### src/rtl/acorn128_pkg.sv
// Shared types and widths for the ACORN-128 decrypt-and-verify controller.
// Imported by the controller top and its tag comparator.
package acorn128_pkg;

  localparam int KEY_W = 128;
  localparam int BLK_W = 128;
  localparam int TAG_W = 128;

  typedef enum logic [2:0] {
    IDLE,
    CORE_RST,
    LAUNCH,
    WAIT_RDY,
    COMPARE,
    RESP
  } ctrl_state_e;

endpackage

### src/rtl/acorn128_tag_cmp.sv
// Constant-time tag equality: every bit pair is XORed and the full vector OR-reduced,
// so the evaluation path never depends on where (or whether) the tags differ.
module acorn128_tag_cmp
  import acorn128_pkg::*;
(
  input  logic [TAG_W-1:0] tag_a,
  input  logic [TAG_W-1:0] tag_b,
  output logic             match
);

  logic [TAG_W-1:0] diff_bits;

  assign diff_bits = tag_a ^ tag_b;
  assign match     = ~(|diff_bits);

endmodule

### src/rtl/acorn128_decrypt_ctrl.sv
// Host-side controller that resets, launches and waits on an ACORN-128 core in decrypt
// mode, then releases plaintext only when the computed tag matches the received one.
module acorn128_decrypt_ctrl
  import acorn128_pkg::*;
#(
  parameter int RST_CYCLES     = 2,
  parameter int TIMEOUT_CYCLES = 4096,
  parameter int LEN_W          = 64
) (
  input  logic              clk,
  input  logic              rst,
  input  logic              req_valid_in,
  output logic              req_ready_out,
  input  logic [KEY_W-1:0]  key_in,
  input  logic [BLK_W-1:0]  iv_in,
  input  logic [BLK_W-1:0]  ad_in,
  input  logic [BLK_W-1:0]  ct_in,
  input  logic [TAG_W-1:0]  tag_in,
  input  logic [LEN_W-1:0]  length_in,
  output logic              core_rst_out,
  output logic              core_start_out,
  output logic              core_encrypt_out,
  output logic [KEY_W-1:0]  core_key_out,
  output logic [BLK_W-1:0]  core_iv_out,
  output logic [BLK_W-1:0]  core_ad_out,
  output logic [BLK_W-1:0]  core_ct_out,
  output logic [LEN_W-1:0]  core_len_out,
  input  logic [BLK_W-1:0]  core_data_in,
  input  logic [TAG_W-1:0]  core_tag_in,
  input  logic              core_ready_in,
  output logic              resp_valid_out,
  input  logic              resp_ready_in,
  output logic [BLK_W-1:0]  pt_out,
  output logic              auth_ok_out,
  output logic              timeout_out
);

  localparam int CNT_W = $clog2(RST_CYCLES + 1);
  localparam int TMO_W = $clog2(TIMEOUT_CYCLES + 1);
  localparam logic [CNT_W-1:0] CNT_LOAD = CNT_W'(RST_CYCLES - 1);
  localparam logic [TMO_W-1:0] TMO_LOAD = TMO_W'(TIMEOUT_CYCLES - 1);

  ctrl_state_e state, state_next;

  logic [CNT_W-1:0] cnt;
  logic [TMO_W-1:0] tmo;
  logic [KEY_W-1:0] key_q;
  logic [BLK_W-1:0] iv_q;
  logic [BLK_W-1:0] ad_q;
  logic [BLK_W-1:0] ct_q;
  logic [TAG_W-1:0] tag_rx_q;
  logic [LEN_W-1:0] len_q;
  logic [BLK_W-1:0] data_q;
  logic [TAG_W-1:0] tag_core_q;
  logic [BLK_W-1:0] pt_q;
  logic             auth_q;
  logic             timeout_q;
  logic             tag_match;
  logic             accept;

  acorn128_tag_cmp u_tag_cmp (
    .tag_a (tag_core_q),
    .tag_b (tag_rx_q),
    .match (tag_match)
  );

  assign accept           = req_valid_in && req_ready_out;
  assign core_encrypt_out = 1'b0;
  assign core_key_out     = key_q;
  assign core_iv_out      = iv_q;
  assign core_ad_out      = ad_q;
  assign core_ct_out      = ct_q;
  assign core_len_out     = len_q;
  assign pt_out           = pt_q;
  assign auth_ok_out      = auth_q;
  assign timeout_out      = timeout_q;

  always_comb begin
    state_next     = state;
    req_ready_out  = 1'b0;
    core_rst_out   = 1'b0;
    core_start_out = 1'b0;
    resp_valid_out = 1'b0;
    case (state)
      IDLE: begin
        req_ready_out = 1'b1;
        core_rst_out  = 1'b1;
        if (req_valid_in) state_next = CORE_RST;
      end
      CORE_RST: begin
        core_rst_out = 1'b1;
        if (cnt == '0) state_next = LAUNCH;
      end
      LAUNCH: begin
        core_start_out = 1'b1;
        state_next     = WAIT_RDY;
      end
      WAIT_RDY: begin
        // A ready on the final timeout cycle still wins over the abort.
        if (core_ready_in)    state_next = COMPARE;
        else if (tmo == '0)   state_next = RESP;
      end
      COMPARE: state_next = RESP;
      RESP: begin
        resp_valid_out = 1'b1;
        if (resp_ready_in) state_next = IDLE;
      end
      default: state_next = IDLE;
    endcase
  end

  always_ff @(posedge clk) begin
    if (rst) begin
      state      <= IDLE;
      cnt        <= '0;
      tmo        <= '0;
      key_q      <= '0;
      iv_q       <= '0;
      ad_q       <= '0;
      ct_q       <= '0;
      tag_rx_q   <= '0;
      len_q      <= '0;
      data_q     <= '0;
      tag_core_q <= '0;
      pt_q       <= '0;
      auth_q     <= 1'b0;
      timeout_q  <= 1'b0;
    end else begin
      state <= state_next;
      case (state)
        IDLE: begin
          if (accept) begin
            key_q    <= key_in;
            iv_q     <= iv_in;
            ad_q     <= ad_in;
            ct_q     <= ct_in;
            tag_rx_q <= tag_in;
            len_q    <= length_in;
            cnt      <= CNT_LOAD;
          end
        end
        CORE_RST: begin
          if (cnt != '0) cnt <= cnt - CNT_W'(1);
        end
        LAUNCH: tmo <= TMO_LOAD;
        WAIT_RDY: begin
          if (core_ready_in) begin
            data_q     <= core_data_in;
            tag_core_q <= core_tag_in;
          end else if (tmo == '0) begin
            timeout_q <= 1'b1;
            auth_q    <= 1'b0;
            pt_q      <= '0;
          end else begin
            tmo <= tmo - TMO_W'(1);
          end
        end
        COMPARE: begin
          auth_q <= tag_match;
          pt_q   <= tag_match ? data_q : '0;
        end
        RESP: begin
          // Scrub the result once delivered so nothing lingers on pt_out while idle.
          if (resp_ready_in) begin
            pt_q      <= '0;
            auth_q    <= 1'b0;
            timeout_q <= 1'b0;
          end
        end
        default: ;
      endcase
    end
  end

endmodule
### config.mk
export PLATFORM = sky130hd
export DESIGN_NAME = acorn128_decrypt_ctrl
export DESIGN_NICKNAME = d
export VERILOG_FILES = /design/src/rtl/acorn128_pkg.sv /design/src/rtl/acorn128_tag_cmp.sv /design/src/rtl/acorn128_decrypt_ctrl.sv
export SDC_FILE = /design/constraint.sdc
export NUM_CORES = 2
export LEC_CHECK = 0
export ABC_AREA = 1
export CAP_MARGIN = 20
export CORE_AREA = 2 2 646 648
export DETAILED_ROUTE_END_ITERATION = 7
export DIE_AREA = 0 0 648 650
export PLACE_DENSITY = 0.34
export SETUP_SLACK_MARGIN = 0.05
export SLEW_MARGIN = 15
export SYNTH_ARGS = -nofsm -noshare
export SYNTH_HDL_FRONTEND = slang
export SYNTH_HIERARCHICAL = 1
export SYNTH_SLANG_ARGS = --single-unit
export TNS_END_PERCENT = 5
### constraint.sdc
create_clock -name clk -period 2.8 [get_ports clk]
set_clock_uncertainty 0.05 [all_clocks]
set_input_delay 0.42 -clock clk [delete_from_list [all_inputs] [get_ports clk]]
set_output_delay 0.42 -clock clk [all_outputs]
set_load 0.05 [all_outputs]
==> flow_summary_export.csv <==
group,metric,value,unit
timing,final_hold_viol_count,0,
timing,whs,0.0967,ns
logic_synthesis,yosys_warnings,6,
logic_synthesis,yosys.area_share.adder,0.0899,%
timing,tns,0,ns
global_routing,grt_max_degree,129,
global_routing,grtUsageTotal,14.3,%
worst_setup_path,crit_type,"flip-flop to flip-flop",
global_routing,grt_pass1_vias,45200,
logic_synthesis,yosysMostFrequentCell,"nand2_1",
logic_synthesis,netlist.area_leader.share,53.1,%
logic_synthesis,synth_edf_count,0,
hold_path,whs_path_depth,3,
logic_synthesis,synth.top_cells.by_count,"nand2_1 (1772), dfxtp_1 (1108), a21oi_1 (1104)",
logic_synthesis,synth_top_flop_cell,"dfxtp_1",
drt,wl_per_cell,24.5,um
logic_synthesis,ys_seq_area_share,53.1,%
logic_synthesis,synth_area,0.0418,mm^2
clock_tree,cts_buffer_depth,4,
logic_synthesis,synth_fp_nets,6538,
floorplan,die_h,650,um
worst_setup_path,max_stage_delay,0.37,ns
pwr,sequentialPowerShare,30.6,%
floorplan,core_region_area,0.415,mm^2
worst_setup_path,critPathCaptureType,"flip-flop",
worst_setup_path,r2r-end,"pt_out[22]",
clock_tree,clk_latency,0.86,ns
worst_setup_path,cpMostUsedCell,"nand2_1",
final_layout,finalNetCount,8230,
pwr,p_int,37.1,mW
worst_setup_path,worst_setup_path_start_kind,"flip-flop",
logic_synthesis,async_flop_share,0,%
global_routing,grt_pass1_wl,417000,um
timing,slew_headroom,27.6,%
worst_setup_path,cpMaxStageDelayCell,"dfxtp_1",
worst_setup_path,cp.required,3.56,ns
floorplan,start_util,10.1,%
logic_synthesis,synth_area_leaders,"dfxtp_1 (53%), nand2_1 (16%), a21oi_1 (13%)",
hold_path,hold_start,"core_data_in[35]",
timing,fin_crit_sh,98.4,%
pwr,clkPwrFrac,33.4,%
worst_setup_path,r2r_slack,0.04,ns
logic_synthesis,synth-xor-area-share,0.881,%
pwr,switching_share,40.5,%
final_layout,fin_util,17.5,%
drt,num_vias,46100,
placement,place_hpwl,254000,um
worst_setup_path,worstPathCellList,"inv_1 > nand2_1 > nand2_1 > nor2_1 > nand2_1 > nor2_1 > nand2_2 > nor2_4 > buf_6 > nand2_2 > nor2_4 > buf_6 > nand3_4 > inv_16 > buf_12 > buf_12 > buf_16 > nand2_1 > a21oi_2",
timing,tightest_slew,1.09,ns
worst_setup_path,r2r_start,"tag_core_q[116]",
timing,rsz0062_at_grt,"yes",
drt,ant_nets,0,
pwr,p_switching,25.2,mW
clock_tree,cts_buffers,158,
hold_path,worstHoldEndpoint,"data_q[35]",
clock_tree,clkSlewWorstSetupHoldPaths,0.07,ns
logic_synthesis,synth-seq-cells,1108,
logic_synthesis,synth_top_area_cell,"dfxtp_1",
placement,portBuffers,1674,
clock_tree,cts.sinks,1108,
drt,drtPass1Iterations,6,
pwr,ir_drop,0.000510,V
floorplan,dieArea,0.421,mm^2
floorplan,rows,237,
timing,finalSetupViolCount,0,
logic_synthesis,synth_simple_gate_area_share,26.5,%
logic_synthesis,synthMuxAreaShare,0,%
drt,finalWirelength,316000,um
drt,drc,0,
run_status,status,"finished clean",
worst_setup_path,reg2reg_depth,19,
pwr,p_comb_share,36.0,%
drt,avgViaCountPerCell,3.57,
floorplan,io_pins,1676,
hold_path,min_path_type,"input port to flip-flop",
logic_synthesis,synthCells,5570,
pwr,total_power,62.2,mW
worst_setup_path,worstPathArrival,3.52,ns
pwr,leakage,25.6,nW
job,maxCapViolCount,0,
timing,max_freq,363,MHz
timing,layout_min_cycle_time,2.76,ns
drt,drt-initial-drc-count,3001,
logic_synthesis,synth.distinct_cells,27,
worst_setup_path,worstPathMaxFanout,11,
logic_synthesis,synth_compound_area_share,13.3,%
final_layout,layout-drive-gt1-share,8.76,%
clock_tree,htreeDepth,4,
floorplan,die_x,648,um
logic_synthesis,synth_top_family_by_area,"simple AND/OR/NAND/NOR gates",
final_layout,area_delta_synth_final,73.7,%
global_routing,overflow,0,
logic_synthesis,avgSynthCellArea,7.50,um^2
global_routing,antenna_found_initial,171,
pwr,powerDensity,857,mW/mm^2
timing,slew_violations,0,
placement,gp_congestion,0.952,
final_layout,fill_cells,46600,
clock_tree,cts_tree,"built",
clock_tree,root_buffer,"clkbuf_16",
-- power groups by stage --
stage / Clock [mW] / Sequential, mW / Combinational (mW)
CTS: 21.7 / 19.1 / 22.7
global placement: 0 / 19.3 / 22.4
global route: 22.2 / 19.3 / 23.9
finish: 20.8 / 19.1 / 22.4
floorplan: 0 / 23.9 / 7.46
detailed placement: 0 / 19.4 / 22.3
-- cell type report --
type | count | area, um^2 | share of cell area, %
inverters | 170 | 688 | 0.948
flip-flops and latches | 1108 | 22200 | 30.6
well taps | 5497 | 6880 | 9.48
repair buffers | 1977 | 20100 | 27.7
clock buffers | 222 | 4540 | 6.25
clock inverters | 61 | 654 | 0.902
diodes | 24 | 60.1 | 0.0828
multi-input cells | 3847 | 17400 | 24.0
-- worst max-delay path by stage --
stage	from	to	slack (ns)	cells after the start
6_report	tag_core_q[116]	pt_out[22]	0.04	19
5_1_grt	tag_rx_q[3]	pt_out[34]	-0.15	16
4_1_cts	tag_rx_q[127]	pt_out[13]	-0.1	18
3_5_place_dp	tag_rx_q[2]	pt_out[57]	-1.01	14
3_3_place_gp	tag_rx_q[2]	pt_out[64]	-1.01	14
2_1_floorplan	tag_rx_q[67]	pt_out[100]	0.85	16
-- cell usage in the layout (no fill, tap or decap), types with 6 or more instances in the layout --
cell type	count
nand2_1	1741
clkdlybuf4s50_1	1534
dfxtp_1	1095
a21oi_1	1052
nand3_1	735
buf_4	192
inv_1	165
clkbuf_16	163
nor2_1	161
dlygate4sd3_1	107
buf_12	70
a21oi_2	52
dlygate4sd2_1	52
xor2_1	42
clkbuf_1	33
nand2_2	28
clkbuf_8	28
clkinv_2	27
diode_2	24
dfxtp_2	13
inv_6	10
bufinv_16	9
clkinvlp_4	9
nor2_4	8
buf_16	7
o21ai_0	6
-- flip-flops by register name (all words and copies together) (netlist names), 2 cells and up --
register	count
state	3
core_len_out	64
cnt	2
core_key_out	128
core_ad_out	128
tmo	13
tag_core_q	128
data_q	128
tag_rx_q	128
core_ct_out	128
pt_out	128
core_iv_out	128
-- cell families (layout without fill, tap and decap cells) --
group / after synthesis / count (layout)
DFF: 1108 / 1108
adders and majority gates: 3 / 3
AOI/OAI and AO/OA: 1112 / 1112
buffers and inverters: 615 / 2430
xor gates and xnor gates: 42 / 42
and+or+nand+nor: 2689 / 2689
other: 1 / 25
-- per-layer routing --
metal  GRT usage, %  part of all wire, %  vias to the layer above
met3           4.45                  7.9                      518
met2           24.8                   48                     1756
met5              0                 0.13                        -
li1               -                    -                    21700
met1           17.1                   41                    22100
met4           3.39                  2.7                       60
-- worst max-delay path: cells and delay by family, from the launching register on --
kind / cells / cell delay, ns
simple gates: 11 / 1.26
buf+inv: 7 / 0.83
compound gates: 1 / 0.14
flops: 1 / 0.37
-- through the flow --
step / setup WS (ns) / cells / area, um^2
floorplan: 0.848 / 5570 / 41800
global placement: -1.01 / 12500 / 65500
detailed placement: -1.01 / 12500 / 65500
CTS: -0.0954 / 12900 / 72300
global route: -0.146 / 12900 / 72500
finish: 0.0438 / 12900 / 72600
-- timing repair --
action,CTS,global route
buffers inserted,11,1
hold endpoints to repair,126,0
gates resized for setup,123,75
hold buffers,107,0
pin swaps,87,19
gates cloned,6,2
setup endpoints to repair,182,163
Power figures use the tool's default switching activity.
